===== src/rtl/instr_encoder_loader.sv =====
// instr_encoder_loader: encodes symbolic RV32I/M fields into machine words and writes them sequentially into instruction memory.
// Optional macro ENC_NOP_PAD_EN fills the slots after the last instruction with NOPs.
module instr_encoder_loader #(
  parameter int DEPTH = 64,
  parameter int ADDR_W = 32,
  parameter logic [ADDR_W-1:0] BASE_ADDR = '0
) (
  input  logic                       clk,
  input  logic                       rst,
  input  logic                       start,
  input  logic                       in_valid,
  output logic                       in_ready,
  input  logic                       in_last,
  input  logic [3:0]                 op,
  input  logic [4:0]                 rd,
  input  logic [4:0]                 rs1,
  input  logic [4:0]                 rs2,
  input  logic [31:0]                imm,
  output logic                       mem_we,
  output logic [ADDR_W-1:0]          mem_addr,
  output logic [31:0]                mem_wdata,
  output logic                       cpu_hold,
  output logic                       done,
  output logic                       err,
  output logic                       full,
  output logic [$clog2(DEPTH+1)-1:0] count
);
  localparam int IW = $clog2(DEPTH);
  typedef enum logic [2:0] {
    S_IDLE, S_LOAD, S_WRITE, S_DONE, S_ERR
`ifdef ENC_NOP_PAD_EN
    , S_PAD
`endif
  } state_t;
  state_t state, nxt;
  logic [IW-1:0] idx;
  logic [31:0] word, enc;
  logic last, legal, hs, at_end, i_ok, b_ok, j_ok;
  logic [2:0] f3;
  logic signed [31:0] si;
  assign si = $signed(imm);
  assign hs = in_valid & in_ready;
  assign at_end = idx == IW'(DEPTH - 1);
  assign mem_addr = BASE_ADDR + (ADDR_W'(idx) << 2);
`ifdef ENC_NOP_PAD_EN
  assign mem_wdata = state == S_PAD ? 32'h0000_0013 : word;
`else
  assign mem_wdata = word;
`endif
  always_comb begin
    f3 = op[1:0] == 2'd0 ? 3'b000 : op[1:0] == 2'd1 ? 3'b100 : op[1:0] == 2'd2 ? 3'b110 : 3'b111;
    i_ok = si >= -32'sd2048 && si <= 32'sd2047;
    b_ok = si >= -32'sd4096 && si <= 32'sd4094 && !imm[0];
    j_ok = si >= -32'sd1048576 && si <= 32'sd1048574 && !imm[0];
    enc = '0;
    legal = 1'b0;
    case (op)
      4'd0, 4'd1, 4'd2, 4'd3: begin enc = {imm[11:0], rs1, f3, rd, 7'b0010011}; legal = i_ok; end
      4'd4, 4'd5, 4'd6, 4'd7, 4'd8: begin enc = {6'b0, op == 4'd8, rs2, rs1, f3, rd, 7'b0110011}; legal = 1'b1; end
      4'd9: begin enc = {imm[11:5], rs2, rs1, 3'b010, imm[4:0], 7'b0100011}; legal = i_ok; end
      4'd10, 4'd11: begin enc = {imm[12], imm[10:5], rs2, rs1, 2'b00, op == 4'd11, imm[4:1], imm[11], 7'b1100011}; legal = b_ok; end
      4'd12: begin enc = {imm[20], imm[10:1], imm[11], imm[19:12], rd, 7'b1101111}; legal = j_ok; end
      4'd13: begin enc = {imm[11:0], rs1, 3'b000, rd, 7'b1100111}; legal = i_ok; end
      default: begin enc = '0; legal = 1'b0; end
    endcase
  end
  always_ff @(posedge clk or posedge rst)
    if (rst) state <= S_IDLE;
    else state <= nxt;
  always_comb begin
    nxt = state;
    case (state)
      S_IDLE, S_DONE, S_ERR: nxt = start ? S_LOAD : state;
      S_LOAD: nxt = !hs ? S_LOAD : legal ? S_WRITE : S_ERR;
`ifdef ENC_NOP_PAD_EN
      S_WRITE: nxt = at_end ? S_DONE : last ? S_PAD : S_LOAD;
      S_PAD: nxt = at_end ? S_DONE : S_PAD;
`else
      S_WRITE: nxt = at_end || last ? S_DONE : S_LOAD;
`endif
      default: nxt = S_IDLE;
    endcase
  end
  always_comb begin
    in_ready = state == S_LOAD;
`ifdef ENC_NOP_PAD_EN
    mem_we = state == S_WRITE || state == S_PAD;
`else
    mem_we = state == S_WRITE;
`endif
    cpu_hold = state != S_DONE;
    done = state == S_DONE;
    err = state == S_ERR;
  end
  always_ff @(posedge clk or posedge rst)
    if (rst) begin
      idx <= '0;
      count <= '0;
      full <= 1'b0;
      word <= '0;
      last <= 1'b0;
    end else begin
      if (start && (state == S_IDLE || state == S_DONE || state == S_ERR)) begin
        idx <= '0;
        count <= '0;
        full <= 1'b0;
      end
      if (hs) begin
        word <= enc;
        last <= in_last;
      end
      if (mem_we) begin
        idx <= idx + 1'b1;
        count <= count + 1'b1;
        full <= full | at_end;
      end
    end
endmodule


===== config.mk =====
export PLATFORM = sky130hd
export DESIGN_NAME = instr_encoder_loader
export DESIGN_NICKNAME = d
export VERILOG_FILES = /design/src/rtl/instr_encoder_loader.sv
export SDC_FILE = /design/constraint.sdc
export NUM_CORES = 1
export LEC_CHECK = 0
export CAP_MARGIN = 20
export CORE_MARGIN = 5
export CORE_UTILIZATION = 43
export DETAILED_ROUTE_END_ITERATION = 7
export GPL_ROUTABILITY_DRIVEN = 0
export PLACE_DENSITY_LB_ADDON = 0.15
export SYNTH_ARGS = -nofsm -noshare
export SYNTH_HDL_FRONTEND = slang
export SYNTH_SLANG_ARGS = --single-unit

===== constraint.sdc =====
create_clock -name clk -period 4.1 [get_ports clk]
set_clock_uncertainty 0.15 [all_clocks]
set_input_delay 0.615 -clock clk [delete_from_list [all_inputs] [get_ports clk]]
set_output_delay 0.615 -clock clk [all_outputs]
set_load 0.1 [all_outputs]

==> reports/metrics.yaml <==
cts:
  postCtsHoldBufs: 0
  post_cts_resized: 0
  clk_pin_slew_ps: 90
  htreeDepth: 2
  root_buffer: "clkbuf_8"
  clk_path_buf_depth: 2
  cts_setup_buffers: 0
  clock_latency_ps: 300
  cts_tree: "built"
  numCtsBuffers: 5
  cts.sinks: 49
timing:
  max_slew.worst_pin.slew_ps: 1000
  rsz0062_at_grt: "false"
  max_freq_ghz: 0.324
  setup_viol: 0
  timing.slew.headroom: 0.330
  slew_viol_final: 0
  fin_tns_setup_ps: 0
  period_share: 0.754
  fin_crit_ps: 3090
  hold_viol: 0
detailed_routing:
  dr.pass1.iters: 4
  wl_microns: 7700
  vias: 2708
  drtAntennaViolNets: 0
  wl_per_cell_microns: 14.9
  drc: 0
  viasPerCell: 5.23
  first_iter_violations: 105
finish:
  nets: 495
  antenna_cells: 0
  drive_above_1_share: 0.0594
  fillerInstances: 593
  fin_cells: 518
  syn_to_final_growth_pct: 36.6
synthesis:
  synth_area_per_cell_sq_um: 8.69
  synthAdderAreaFrac: 0.00849
  syn_area_sq_um: 2950
  synth_edf_count: 0
  synth_mux_area_frac: 0.0493
  synthXorXnorAreaFrac: 0.0119
  ys_seq_elements: 49
  synth_cell_types: 53
  synth_top_family_by_area: "simple AND/OR/NAND/NOR gates"
  yosysSeqAreaShare: 0.416
  synth_area_leader_cell: "dfrtp_1"
  syn_inst: 339
  yosysTopAreaCellShare: 0.416
  synth_area_leaders: "dfrtp_1, o21ai_0, buf_4"
  synth_simple_gate_area_share: 0.208
  synth_top_cells_by_count: "dfrtp_1, nand2_1, o21ai_0, buf_4, a21oi_1"
  synthFlopType: "dfrtp_1"
  synth_most_common_cell: "dfrtp_1"
  ys_warn_count: 0
  synth_compound_area_frac: 0.189
  async_reset_ff_frac: 1.00
setup_path:
  cp.required_ps: 3340
  r2r-start: "state[2]"
  critPathLaunchType: "flip-flop"
  end_kind: "output pin"
  critical_path_class: "flip-flop to output pin"
  crit_arrival_ps: 2320
  crit_fanout: 5
  crit_start: "state[1]"
  reg2regPathDepth: 5
placed_design:
  numPortBuffers: 106
  hpwl_microns: 5980
  dpl.cell_count: 509
floorplan:
  dieArea_sq_um: 8610
  row_count: 30
  die_y_microns: 92.8
  die_w_microns: 92.8
  start_util: 0.439
  num_io_pins: 133
  core_sq_um: 6720
global_routing:
  grt_max_degree: 50
  grt_pass1_vias: 2645
  grt_antenna_before_repair: 0
  grt_pass1_wl_microns: 12700
  grt-ovfl-total: 0
  grt.total_usage: 0.181
flow_run:
  max_cap_violations: 0
worst_hold_path:
  timing.hold.worst_path_depth: 2
  hold_path.class: "flip-flop to flip-flop"
  holdCritStartpoint: "mem_wdata[17]"
pwr:
  irDropWorstVdd_mv: 0.558
  p_per_area_nw_per_um2: 804
  cellLeakagePower_nw: 1.75
outcome:
  outcome: "complete, no violations"
## power breakdown
| part | total [W] | switching [W] | internal, W |
|---|---|---|---|
| registers | 0.000773 | 0.000121 | 0.000652 |
| clock network | 0.000286 | 0.000164 | 0.000122 |
| logic | 0.00218 | 0.00170 | 0.000474 |
## flip-flops by register name, indices dropped and copies added, names as in the netlist
register,count
mem_wdata,31
idx,6
full,1
state,3
count,7
last,1
## cell families after synthesis
logic type,Yosys count
compound gates,95
flops,49
simple gates,119
buf+inv,55
other cells,1
fa+ha+maj,2
xor+xnor,4
mux,14
## layer usage
| metal | vias up | GRT usage | share of wire | wire (microns) |
|---|---|---|---|---|
| li1 | 1338 | - | - | - |
| met1 | 1278 | 0.245 | 0.43 | 3310 |
| met2 | 85 | 0.306 | 0.50 | 3840 |
| met3 | 7 | 0.0309 | 0.062 | 474 |
| met4 | 0 | 0.0366 | 0.0093 | 72 |
| met5 | - | 0 | 0 | 0 |
## path summary, 6_finish.rpt
check                                end  slack (ps)
max in group asynchronous   mem_wdata[4]        2830
min                        mem_wdata[17]         340
min in group asynchronous  mem_wdata[29]         470
min reg2reg                mem_wdata[17]         340
max                                 done        1010
max reg2reg                mem_wdata[25]        1850
## critical path: stages, from the launching register on
cell and delay (ps):
dfrtp_1 420, nor2b_1 240, nand2_1 130, inv_1 90
clkdlybuf4s50_1 1140
## cell type report
class / count / area (sq um) / area share
clock inverters: 2 / 13.8 / 0.00342
inverters: 12 / 45.0 / 0.0112
well taps: 80 / 100 / 0.0249
clock buffers: 6 / 72.6 / 0.0180
flip-flops and latches: 49 / 1230 / 0.305
multi-input cells: 260 / 1480 / 0.366
repair buffers: 109 / 1090 / 0.272
## placed cells by master (no fill, tap or decap), types with 3 or more instances in the layout
master	instances
clkdlybuf4s50_1	105
nand2_1	48
a22o_1	8
xor2_1	4
and3_1	3
inv_1	10
clkbuf_8	5
nand3b_1	5
mux2i_1	10
nand3_1	7
conb_1	26
nor2b_1	4
mux2_2	4
a21oi_1	21
a31oi_1	4
dfrtp_1	49
buf_4	3
o21ai_0	46
nor4_1	6
nand4_1	8
nor2_1	20
## through the flow
stage                     utilization  total power (W)  instance area (sq um)  setup WS, ps  hold slack, ps
after floorplan                     -          0.00247                   3040          1240             329
after global placement          0.583          0.00295                   3920          1160             316
final                           0.599          0.00324                   4030          1010             338
after CTS                       0.596          0.00326                   4010           997             343
after detailed placement        0.583          0.00297                   3920          1050             321
after global routing            0.599          0.00338                   4030           899             361
Power figures use the tool's default switching activity.
